===== config.mk =====
export PLATFORM = sky130hd
export DESIGN_NAME = seq_divider
export DESIGN_NICKNAME = d
export VERILOG_FILES = /design/src/rtl/seq_divider.sv
export SDC_FILE = /design/constraint.sdc
export NUM_CORES = 1
export LEC_CHECK = 0
export ABC_AREA = 1
export CAP_MARGIN = 20
export CORE_UTILIZATION = 45
export CTS_CLUSTER_DIAMETER = 120
export DETAILED_ROUTE_END_ITERATION = 6
export GPL_TIMING_DRIVEN = 0
export PLACE_DENSITY = 0.59
export RECOVER_POWER = 100
export SYNTH_ARGS = -nofsm -noshare
export SYNTH_HDL_FRONTEND = slang
export SYNTH_SLANG_ARGS = --single-unit

===== constraint.sdc =====
create_clock -name clk -period 5.7 [get_ports clk]
set_input_delay 1.14 -clock clk [delete_from_list [all_inputs] [get_ports clk]]
set_output_delay 1.14 -clock clk [all_outputs]
set_load 0.03 [all_outputs]

===== src/rtl/seq_divider.sv =====
// Sequential signed/unsigned divider (DIV, DIVU, REM, REMU) using restoring division.
// Constant latency: one quotient bit per cycle, sign fix-up and special cases in FIX.
module seq_divider #(
  parameter int NUM_SIZE = 32
) (
  input  logic                clk,
  input  logic                rst_n,
  input  logic                start,
  input  logic [1:0]          op,
  input  logic [NUM_SIZE-1:0] dividend,
  input  logic [NUM_SIZE-1:0] divisor,
  output logic                busy,
  output logic                done,
  output logic [NUM_SIZE-1:0] result
);

  localparam int                   CNT_W     = $clog2(NUM_SIZE + 1);
  localparam logic [CNT_W-1:0]     LAST_ITER = CNT_W'(NUM_SIZE - 1);
  localparam logic [CNT_W-1:0]     CNT_ONE   = CNT_W'(1);
  localparam logic [NUM_SIZE-1:0]  ONE       = NUM_SIZE'(1);
  localparam logic [NUM_SIZE-1:0]  MOST_NEG  = {1'b1, {(NUM_SIZE-1){1'b0}}};

  typedef enum logic [2:0] {IDLE, PREP, DIVIDE, FIX, DONE} state_t;

  state_t              r_state;
  state_t              w_nextState;
  logic [1:0]          r_op;
  logic [NUM_SIZE-1:0] r_dividend;
  logic [NUM_SIZE-1:0] r_divisor;
  logic [NUM_SIZE-1:0] r_dvsMag;
  logic [NUM_SIZE-1:0] r_quot;
  logic [NUM_SIZE-1:0] r_rem;
  logic [NUM_SIZE-1:0] r_result;
  logic [CNT_W-1:0]    r_count;
  logic                r_negQ;
  logic                r_negR;
  logic                r_fixPhase;

  logic                w_signed;
  logic                w_selRem;
  logic                w_dvdNeg;
  logic                w_dvsNeg;
  logic [NUM_SIZE:0]   w_remShift;
  logic [NUM_SIZE:0]   w_diff;
  logic                w_borrow;
  logic                w_divZero;
  logic                w_overflow;
  logic [NUM_SIZE-1:0] w_selected;

  assign w_signed   = ~r_op[0];
  assign w_selRem   = r_op[1];
  assign w_dvdNeg   = w_signed & r_dividend[NUM_SIZE-1];
  assign w_dvsNeg   = w_signed & r_divisor[NUM_SIZE-1];

  // r_quot doubles as the dividend shift register: its MSB feeds the remainder
  assign w_remShift = {r_rem, r_quot[NUM_SIZE-1]};
  assign w_diff     = w_remShift - {1'b0, r_dvsMag};
  assign w_borrow   = w_diff[NUM_SIZE];

  assign w_divZero  = (r_divisor == '0);
  assign w_overflow = w_signed && (r_dividend == MOST_NEG) && (r_divisor == '1);

  always_comb begin
    w_selected = w_selRem ? r_rem : r_quot;
    if (w_divZero) begin
      w_selected = w_selRem ? r_dividend : '1;
    end else if (w_overflow) begin
      w_selected = w_selRem ? '0 : r_dividend;
    end
  end

  always_ff @(posedge clk or negedge rst_n) begin
    if (!rst_n) begin
      r_state <= IDLE;
    end else begin
      r_state <= w_nextState;
    end
  end

  always_comb begin
    w_nextState = r_state;
    busy        = 1'b0;
    done        = 1'b0;
    unique case (r_state)
      IDLE: begin
        if (start) w_nextState = PREP;
      end
      PREP: begin
        busy        = 1'b1;
        w_nextState = DIVIDE;
      end
      DIVIDE: begin
        busy = 1'b1;
        if (r_count == LAST_ITER) w_nextState = FIX;
      end
      FIX: begin
        busy = 1'b1;
        if (r_fixPhase) w_nextState = DONE;
      end
      DONE: begin
        done        = 1'b1;
        w_nextState = IDLE;
      end
      default: w_nextState = IDLE;
    endcase
  end

  // FIX spends one cycle on sign correction and a second on selection into result
  always_ff @(posedge clk or negedge rst_n) begin
    if (!rst_n) begin
      r_op       <= '0;
      r_dividend <= '0;
      r_divisor  <= '0;
      r_dvsMag   <= '0;
      r_quot     <= '0;
      r_rem      <= '0;
      r_result   <= '0;
      r_count    <= '0;
      r_negQ     <= 1'b0;
      r_negR     <= 1'b0;
      r_fixPhase <= 1'b0;
    end else begin
      case (r_state)
        IDLE: begin
          if (start) begin
            r_op       <= op;
            r_dividend <= dividend;
            r_divisor  <= divisor;
          end
        end
        PREP: begin
          r_quot     <= w_dvdNeg ? (~r_dividend + ONE) : r_dividend;
          r_dvsMag   <= w_dvsNeg ? (~r_divisor + ONE) : r_divisor;
          r_rem      <= '0;
          r_negQ     <= w_dvdNeg ^ w_dvsNeg;
          r_negR     <= w_dvdNeg;
          r_count    <= '0;
          r_fixPhase <= 1'b0;
        end
        DIVIDE: begin
          r_rem   <= w_borrow ? w_remShift[NUM_SIZE-1:0] : w_diff[NUM_SIZE-1:0];
          r_quot  <= {r_quot[NUM_SIZE-2:0], ~w_borrow};
          r_count <= r_count + CNT_ONE;
        end
        FIX: begin
          if (!r_fixPhase) begin
            r_quot     <= r_negQ ? (~r_quot + ONE) : r_quot;
            r_rem      <= r_negR ? (~r_rem + ONE) : r_rem;
            r_fixPhase <= 1'b1;
          end else begin
            r_result   <= w_selected;
            r_fixPhase <= 1'b0;
          end
        end
        default: ;
      endcase
    end
  end

  assign result = r_result;

endmodule

### After elaboration in Yosys (flattened, before gate mapping)

Index checks and enable logic that the tools add are counted.

* bits of input ports: 69
* output and inout port bits: 34
* word-level logic and storage cells: 76
* register bits after elaboration: 206

* equality and inequality tests: 13
* bitwise gates (word level): 9
* mux-type cells: 23
* reduce and logical (&&, ||, !) cells: 13
* add/subtract/negate cells: 6

Operators with widths (count)
* two-way mux 32 bit: 12
* case mux 32 bit (3 select lines): 2
* adder 32 x 1 -> 32 bit (second input constant): 4
* inverter 32 bit: 4
* == test 32 bit (second input constant): 2
* subtractor 33 x 32 -> 33 bit: 1
* logical NOT 32 bit: 1
* inequality test 2 bit (second input constant): 6
* case mux 3 bit (4 select lines): 1
* case mux 6 bit (2 select lines): 1
* two-way mux 3 bit: 3
* AND reduction 3 bit: 3
* adder 6 x 1 -> 6 bit (second input constant): 1
* == test 3 x 2 -> 1 bit (second input constant): 2
* == test 6 x 5 -> 1 bit (second input constant): 1
* AND reduction 2 bit: 2
* nonzero test 2 bit: 2
* == test 3 x 1 -> 1 bit (second input constant): 1
* == test 3 bit (second input constant): 1
* logical NOT 3 bit: 1
* two-way mux 1 bit: 3
* nonzero test 3 bit: 1
* OR reduction 3 bit: 1
* AND 1 bit: 2
* other kinds (4): 6

### Longest topological paths before layout

Gate-level depths: netlist of the first run.

* word-level depth: 5
* gate-level depth with buffers: 19
* depth with buffers taken out: 18

### Worst setup path after synthesis of the first run

No wires, ideal clock.

* kind: register to output
* from: register r_state[2]
* to: output done
* cell stages (with the launch flop): 3
* data arrival time: 1.120 ns
* setup slack: 3.440 ns
* path buffers: 0
* cell sequence: dfrtp_1 inv_1 nor3_1

* cells in the longest elaborated chain, start to end: 2

RTL lines
* start, declared: line 25 `state_t r_state;`
* start signal, assigned: line 76 `r_state <= w_nextState;`
* == test 3 bit: line 84 `unique case (r_state)`
* two-way mux 1 bit: line 84
* end, declared: line 13 `output logic done,`

No other way between the ends.

### Worst setup path in the final report of the first run

* from: register r_divisor[1]
* to: register r_result[23], in the netlist result[23]

* cells in the longest elaborated chain, start to end: 4

RTL lines
* start, declared: line 29 `logic [NUM_SIZE-1:0] r_divisor;`
* start signal, assigned: line 128 `r_divisor <= divisor;`
* == test 32 bit: line 61 `assign w_overflow = w_signed && (r_dividend == MOST_NEG) && (r_divisor == '1);`
* logical AND 1 bit: line 61
* two-way mux 32 bit: line 67 `end else if (w_overflow) begin`
* two-way mux 32 bit *: line 65 `if (w_divZero) begin`
* end signal, assigned: line 151 `r_result <= w_selected;`
* end, declared: line 33 `logic [NUM_SIZE-1:0] r_result;`

Mark *: on every way between the ends. The rest lies on a longest branch, timed or not.
A chain may end at the register's enable or synchronous reset.

==> Implementation_results.wiki, run 1 <==
{| class="wikitable"
! Metric !! Value
|-
| Clk pin slew, worst setup/hold paths || 60 ps
|-
| Number of global-route vias before repair || 15,800
|-
| Part of the cycle the worst path needs || 0.681
|-
| Critical path's slowest cell || sky130_fd_sc_hd__o21ai_0
|-
| Final-layout worst hold slack || 474 ps
|-
| Number of ports placed on the die boundary || 103
|-
| GRT Resource Usage Total || 0.328
|-
| Final hold vios || 0
|-
| Layout overhead on the synthesized area || 14.8%
|-
| Sort of element at the start of the critical path || flop
|-
| Number of flip-flops and latches in the synthesized netlist || 206
|-
| Area of all placed cells without fillers || 0.0184 mm²
|-
| Standard cell core area || between 0.03 and 0.04 mm²
|-
| Worst Hold Path Cells || 2
|-
| Post-Synthesis Mean Instance Area || 6.27 µm²
|-
| H-tree levels || 1
|-
| Total number of vias || 17,400
|-
| Cell taking the most area after synthesis || sky130_fd_sc_hd__dfrtp_1
|-
| Effective utilization at floorplan || 0.461
|-
| Capture instance of the worst register-to-register path || result[23]$_DFFE_PN0P_
|-
| TritonCTS sink count || 206
|-
| Count of cell types in the netlist || 53
|-
| Unrepaired setup endpoints after global routing || false
|-
| Biggest fanout along the worst timing path || 10
|-
| Post-detailed-route via-to-cell ratio || 5.48
|-
| Worst Min Path Start || result[22]$_DFFE_PN0P_
|-
| Post-Place Setup Slack || 2180 ps
|-
| Count of standard-cell rows || 68
|-
| Number of enable flip-flop cells after synthesis || 0
|-
| Detailed Route WL || 59.5 mm
|-
| Post-placement cell area || 0.0177 mm²
|-
| Net count, final || 2,802
|-
| Worst setup slack after layout || 1820 ps
|-
| Number of buffers on the longest clock path || 3
|-
| Iteration-0 DRC Markers || 1,938
|-
| Overflow left after global routing || 0
|-
| Transition time at the pin with the least slew margin || 2730 ps
|-
| TritonCTS clock tree || yes
|-
| Average routed wire per standard cell || between 15 and 20 µm
|-
| Top_reg_cell synth || sky130_fd_sc_hd__dfrtp_1
|-
| Endpoint of the worst hold-timing path || result[22]$_DFFE_PN0P_
|-
| Setup clock skew after layout || 17.6 ps
|-
| Number of max-slew violations in the final report || 45
|-
| Seq/Total Area, Yosys || 0.321
|-
| Required time of the critical path || 6100 ps
|-
| Post-synthesis instance total || 2,562
|-
| Area of the die || 0.0364 mm²
|-
| Horiz. Die Dim || 191 µm
|-
| First-pass GRT wire length || ~90 mm
|-
| Cell area after synthesis || 0.0161 mm²
|-
| Final Setup Violations || 0
|-
| Register-to-register path setup slack || 1820 ps
|-
| Number of antenna violations at the first check in global routing || 0
|-
| Resized Gates After CTS || 0
|-
| TNS Setup || 0 ps
|-
| Pre-Repair DR Iteration Count || 7
|-
| Remaining max-slew budget at the tightest pin || -0.823
|-
| Largest net degree at the start of global routing || 95
|-
| Max-capacitance violation count || 1
|-
| Clock Root Buffer || sky130_fd_sc_hd__clkbuf_16
|-
| Critical path's largest stage delay || 730 ps
|-
| Number of warning messages in the yosys log || 0
|-
| Most area-consuming cells after synthesis || sky130_fd_sc_hd__dfrtp_1 32%, sky130_fd_sc_hd__nand2_1 17%, sky130_fd_sc_hd__inv_1 9.3%
|-
| Post-Synthesis Net Count || 2,670
|-
| Min-delay worst type || reg2reg
|-
| Violated checks || design-rule violations, max-capacitance violations, max-slew violations
|-
| I/O Buffers || ~100
|-
| Vert. Die Dim || 191 µm
|-
| TritonCTS Buffers || 26
|-
| Setup fix buffers added after clock tree synthesis || 0
|-
| Min Tclk post-route || 3880 ps
|-
| Count of nets left with antenna violations after detail routing || 0
|-
| Proportion of layout cells with a drive suffix above 1 || 0.0472
|-
| Critical register-to-register path startpoint || r_divisor[1]$_DFFE_PN0P_
|-
| Share of flip-flops with an asynchronous set or reset || 1.00
|-
| Number of cells traversed by the worst register-to-register path || 12
|-
| Worst path cell trace || inv_1, ha_1, nand3_1, nor3_1, nand3_2, nor2_1, nand3_2, nor2_1, nand2_1, clkbuf_1, o21ai_0, o21ai_2
|-
| Half-perimeter wire length after placement || 47.4 mm
|-
| Crit Path Category || reg2reg
|-
| FMAX || 258 MHz
|-
| Clock Latency Late Sink || 570 ps
|-
| Number of design rule violations left after detail routing || 6
|-
| Global placement routability congestion || 0.998
|-
| Portion of synthesized cell area occupied by the leading cell type || 0.321
|-
| Arrival time at the worst endpoint || approximately 4300 ps
|-
| Status || complete, but fails checks
|-
| Hold Buf Count CTS || 0
|-
| Crit end category || flop
|}
-- synth_stat cells, types with 11 or more instances --
master                     count
sky130_fd_sc_hd__clkbuf_1     55
sky130_fd_sc_hd__nor3_1       33
sky130_fd_sc_hd__nand3_1     184
sky130_fd_sc_hd__inv_2        19
sky130_fd_sc_hd__nand4_1      41
sky130_fd_sc_hd__dfrtp_1     206
sky130_fd_sc_hd__nand2_1     720
sky130_fd_sc_hd__nand2_2      15
sky130_fd_sc_hd__xor2_1       33
sky130_fd_sc_hd__inv_1       399
sky130_fd_sc_hd__nor2_2       13
sky130_fd_sc_hd__a31oi_1      11
sky130_fd_sc_hd__a21oi_1     176
sky130_fd_sc_hd__ha_1         38
sky130_fd_sc_hd__o21ai_0     147
sky130_fd_sc_hd__buf_2        13
sky130_fd_sc_hd__nor2_1      280
sky130_fd_sc_hd__o21ai_1      59
-- sequential cells by signal (all words and copies together), names as in the netlist --
| signal | flops |
|---|---|
| r_fixPhase | 1 |
| r_dividend | 32 |
| r_state | 3 |
| r_divisor | 32 |
| r_rem | 32 |
| r_dvsMag | 32 |
| r_negQ | 1 |
| result | 32 |
| r_op | 2 |
| r_negR | 1 |
| r_count | 6 |
| r_quot | 32 |
-- layout make-up --
type                    instances  area (µm²)
diodes                          1        2.50
plain buffers                  87         373
clock buffers                  35         754
clock inverters                13         133
fillers                      3667       16400
inverters                     420        1580
multi-input cells            1849        8790
flip-flops and latches        206        5150
well taps                     455         569
repair buffers                104        1070
-- cells in the final DEF (no fill, tap or decap), types with 5 or more instances in the layout --
cell | synthesis | layout
sky130_fd_sc_hd__clkdlybuf4s50_1 | 0 | 66
sky130_fd_sc_hd__ha_1 | 38 | 38
sky130_fd_sc_hd__o21ai_1 | 59 | 32
sky130_fd_sc_hd__or2_2 | 7 | 7
sky130_fd_sc_hd__a32oi_1 | 8 | 8
sky130_fd_sc_hd__clkbuf_16 | 0 | 26
sky130_fd_sc_hd__buf_2 | 13 | 7
sky130_fd_sc_hd__buf_6 | 10 | 5
sky130_fd_sc_hd__nand4_1 | 41 | 41
sky130_fd_sc_hd__nand3_1 | 184 | 185
sky130_fd_sc_hd__a21oi_1 | 176 | 177
sky130_fd_sc_hd__nor2_1 | 280 | 282
sky130_fd_sc_hd__xor2_1 | 33 | 33
sky130_fd_sc_hd__o21ai_0 | 147 | 175
sky130_fd_sc_hd__clkbuf_1 | 55 | 76
sky130_fd_sc_hd__nand3b_1 | 7 | 7
sky130_fd_sc_hd__o211ai_1 | 10 | 10
sky130_fd_sc_hd__nor3_1 | 33 | 36
sky130_fd_sc_hd__nor2_2 | 13 | 12
sky130_fd_sc_hd__dlygate4sd3_1 | 0 | 35
sky130_fd_sc_hd__nor4_1 | 6 | 6
sky130_fd_sc_hd__and2_1 | 6 | 6
sky130_fd_sc_hd__dfrtp_1 | 206 | 206
sky130_fd_sc_hd__inv_2 | 19 | 16
sky130_fd_sc_hd__inv_1 | 399 | 402
sky130_fd_sc_hd__clkbuf_8 | 0 | 7
sky130_fd_sc_hd__nand2_1 | 720 | 729
sky130_fd_sc_hd__nand2_2 | 15 | 9
sky130_fd_sc_hd__mux2_2 | 5 | 5
sky130_fd_sc_hd__a31oi_1 | 11 | 11
sky130_fd_sc_hd__clkinv_2 | 0 | 8
-- how the worst max path moves through the flow --
stage                             startpoint                   endpoint  slack [ps]  cells after the start
floorplan             r_state[2]$_DFFE_PN0P_                       done        3440                      2
global placement                       rst_n  r_dividend[6]$_DFFE_PN0P_       -5800                      1
detailed placement                     start  r_divisor[28]$_DFFE_PN0P_        2180                      5
CTS                   r_state[2]$_DFFE_PN0P_                       busy        2300                      4
global route        r_divisor[1]$_DFFE_PN0P_     result[14]$_DFFE_PN0P_        1640                     12
finish              r_divisor[1]$_DFFE_PN0P_     result[23]$_DFFE_PN0P_        1820                     12
-- metal layers --
metal | part of all wire | global-route usage
met1 | 0.49 | 0.509
met2 | 0.41 | 0.471
met3 | 0.085 | 0.0495
met5 | 0 | 0
met4 | 0.020 | 0.0695
-- cells by family after synthesis --
family	synth area share
XOR/XNOR	0.0202
AO/OA/AOI/OAI	0.145
multiplexers	0.00351
AND/OR/NAND/NOR	0.354
adder cells (fa/ha/maj)	0.0309
buffers and inverters	0.125
flip-flops	0.321
-- worst max-delay path: cells and delay by family (launching register included) --
family          cells  cell delay, ps
simple gates        7            1720
compound gates      2             870
buf+inv             2             520
flops               1             380
fa+ha+maj           1             200
-- through the flow --
stage,instances,util
finish,3170,0.529
detailed placement,3121,0.509
global placement,3119,0.507
global route,3169,0.529
CTS,3169,0.534
floorplan,2562,-
Power of run 1 is not shown: default switching activity piles up to over one toggle a cycle in this logic, so the estimate is an artifact.
==> inputs of run 2 (changes only) <==
==> constraint.sdc (replaced) <==
create_clock -name clk -period 4.05 [get_ports clk]
set_input_delay 0.81 -clock clk [delete_from_list [all_inputs] [get_ports clk]]
set_output_delay 0.81 -clock clk [all_outputs]
set_load 0.03 [all_outputs]
==> Implementation_results.wiki, run 2 (same netlist as run 1, synthesis figures left out) <==
{| class="wikitable"
! Metric !! Value
|-
| Min Tclk post-route || 3440 ps
|-
| TritonCTS Buffers || 26
|-
| Largest net degree at the start of global routing || 95
|-
| Detailed Route WL || just under 60 mm
|-
| Number of buffers on the longest clock path || 3
|-
| Part of the cycle the worst path needs || 0.848
|-
| Count of nets left with antenna violations after detail routing || 0
|-
| Routing usage on met2 || 0.471
|-
| Final hold vios || 0
|-
| I/O Buffers || 102
|-
| Most used cells in the layout excluding fill and tap cells || 728 x sky130_fd_sc_hd__nand2_1, 402 x sky130_fd_sc_hd__inv_1, 282 x sky130_fd_sc_hd__nor2_1, 206 x sky130_fd_sc_hd__dfrtp_1, 185 x sky130_fd_sc_hd__nand3_1
|-
| Final Setup Violations || 0
|-
| Number of antenna violations at the first check in global routing || 0
|-
| Max-capacitance violation count || 1
|-
| Iteration-0 DRC Markers || approximately 1,800
|-
| Number of design rule violations left after detail routing || 14
|-
| Setup fix buffers added after clock tree synthesis || 0
|-
| Global routing met3 resource utilization || 0.0495
|-
| Required time of the critical path || between 4000 and 5000 ps
|-
| Overflow left after global routing || 0
|-
| Number of global-route vias before repair || 15,800
|-
| Transition time at the pin with the least slew margin || 2740 ps
|-
| First-pass GRT wire length || just over 90 mm
|-
| Arrival time at the worst endpoint || 3840 ps
|-
| Pre-Repair DR Iteration Count || 7
|-
| Area of the die || ~0.036 mm²
|-
| Global placement routability congestion || 0.998
|-
| Status || complete, but fails checks
|-
| Hold Buf Count CTS || 0
|-
| Layer carrying the most global-route usage || met1
|-
| Number of max-slew violations in the final report || 45
|-
| Violated checks || design-rule violations, max-capacitance violations, max-slew violations
|-
| Setup clock skew after layout || roughly 18 ps
|-
| Register-to-register path setup slack || 610 ps
|-
| Biggest fanout along the worst timing path || 10
|-
| FMAX || 291 MHz
|-
| Capturing instance or port of the critical path || result[16]$_DFFE_PN0P_
|-
| Crit Path Category || reg2reg
|-
| Number of ports placed on the die boundary || between 100 and 150
|-
| Vert. Die Dim || 191 µm
|-
| Sort of element at the start of the critical path || flop
|-
| Clock Latency Late Sink || 560 ps
|-
| Capture instance of the worst register-to-register path || result[16]$_DFFE_PN0P_
|-
| Final non-filler cell total || 3,169
|-
| Commonest non-fill, non-tap cell in the layout || sky130_fd_sc_hd__nand2_1
|-
| Resized Gates After CTS || 0
|-
| Met1 Resource Use GR || 0.509
|-
| H-tree levels || 1
|-
| GRT Resource Usage Total || 0.328
|-
| TritonCTS sink count || 206
|-
| Crit end category || flop
|-
| Min-delay worst type || reg2reg
|-
| Clock Root Buffer || sky130_fd_sc_hd__clkbuf_16
|-
| Horiz. Die Dim || 191 µm
|-
| Clk pin slew, worst setup/hold paths || 60 ps
|-
| Total number of vias || ~17,000
|-
| Number of cells traversed by the worst register-to-register path || 12
|-
| Worst setup startpoint || r_divisor[1]$_DFFE_PN0P_
|-
| TritonCTS clock tree || yes
|-
| Standard cell core area || approximately 0.035 mm²
|-
| Layout overhead on the synthesized area || 14.9%
|-
| Proportion of layout cells with a drive suffix above 1 || 0.0483
|-
| Antenna Cells || 0
|-
| Net count, final || 2,802
|-
| Unrepaired setup endpoints after global routing || false
|-
| Effective utilization at floorplan || 0.461
|-
| Remaining max-slew budget at the tightest pin || -0.825
|-
| Critical register-to-register path startpoint || r_divisor[1]$_DFFE_PN0P_
|-
| Average routed wire per standard cell || 18.8 µm
|-
| Number of cells after detailed placement || 3,121
|-
| Post-detailed-route via-to-cell ratio || between 5 and 6
|-
| Half-perimeter wire length after placement || 47.4 mm
|-
| Count of standard-cell rows || 68
|}
run 2: changes by cell type in the layout (fill, tap and decap cells not counted):
cell / delta
sky130_fd_sc_hd__nand2_4: +1
sky130_fd_sc_hd__buf_4: +1
sky130_fd_sc_hd__clkbuf_1: -2
sky130_fd_sc_hd__nand2_1: -1
sky130_fd_sc_hd__buf_6: +1
sky130_fd_sc_hd__diode_2: -1
sky130_fd_sc_hd__o21ai_1: +2
sky130_fd_sc_hd__o21ai_0: -2
run 2: worst min path at each step:
stage / cells past startpoint / start / end
after floorplan: 2 / r_dvsMag[26]$_DFFE_PN0P_ / r_dvsMag[26]$_DFFE_PN0P_
after CTS: 1 / rst_n / r_dvsMag[30]$_DFFE_PN0P_
after detailed placement: 2 / result[22]$_DFFE_PN0P_ / result[22]$_DFFE_PN0P_
after global routing: 2 / result[20]$_DFFE_PN0P_ / result[20]$_DFFE_PN0P_
after global placement: 2 / result[1]$_DFFE_PN0P_ / result[1]$_DFFE_PN0P_
final: 2 / result[22]$_DFFE_PN0P_ / result[22]$_DFFE_PN0P_
run 2: cell type report:
cell class                 instances  area, µm²
inverter                         420       1580
sequential                       206       5150
timing repair buffer             104       1070
buffer                            87        384
clock inverter                    13        133
clock buffer                      35        754
fill                            3663      16400
multi-input combinational       1849       8800
tap                              455        569
run 2: worst max-delay path, stage by stage (launching register included):
cell	delay (ps)
sky130_fd_sc_hd__dfrtp_1	380
sky130_fd_sc_hd__inv_1	140
sky130_fd_sc_hd__ha_1	200
sky130_fd_sc_hd__nand3_1	140
sky130_fd_sc_hd__nor3_1	510
sky130_fd_sc_hd__nand3_2	190
sky130_fd_sc_hd__nor2_1	160
sky130_fd_sc_hd__nand3_2	80
sky130_fd_sc_hd__nor2_1	290
sky130_fd_sc_hd__nand2_4	230
sky130_fd_sc_hd__buf_6	210
sky130_fd_sc_hd__o21ai_0	600
sky130_fd_sc_hd__o21ai_1	150
run 2: metal layers:
metal	vias up	routed length (µm)
li1	8402	-
met1	8117	28900
met2	733	24300
met3	90	5010
met4	0	1230
met5	-	0
run 2: through the flow:
step	utilization	setup WS, ps	TNS, ps	instance area [µm²]	hold WS, ps
global route	0.530	432	0	18400	500
CTS	0.534	978	0	18600	143
global placement	0.507	-7120	-1458500	17600	467
finish	0.530	614	0	18400	474
floorplan	-	1820	0	16100	449
detailed placement	0.509	865	0	17700	469
Power of run 2 is left out for the same reason.
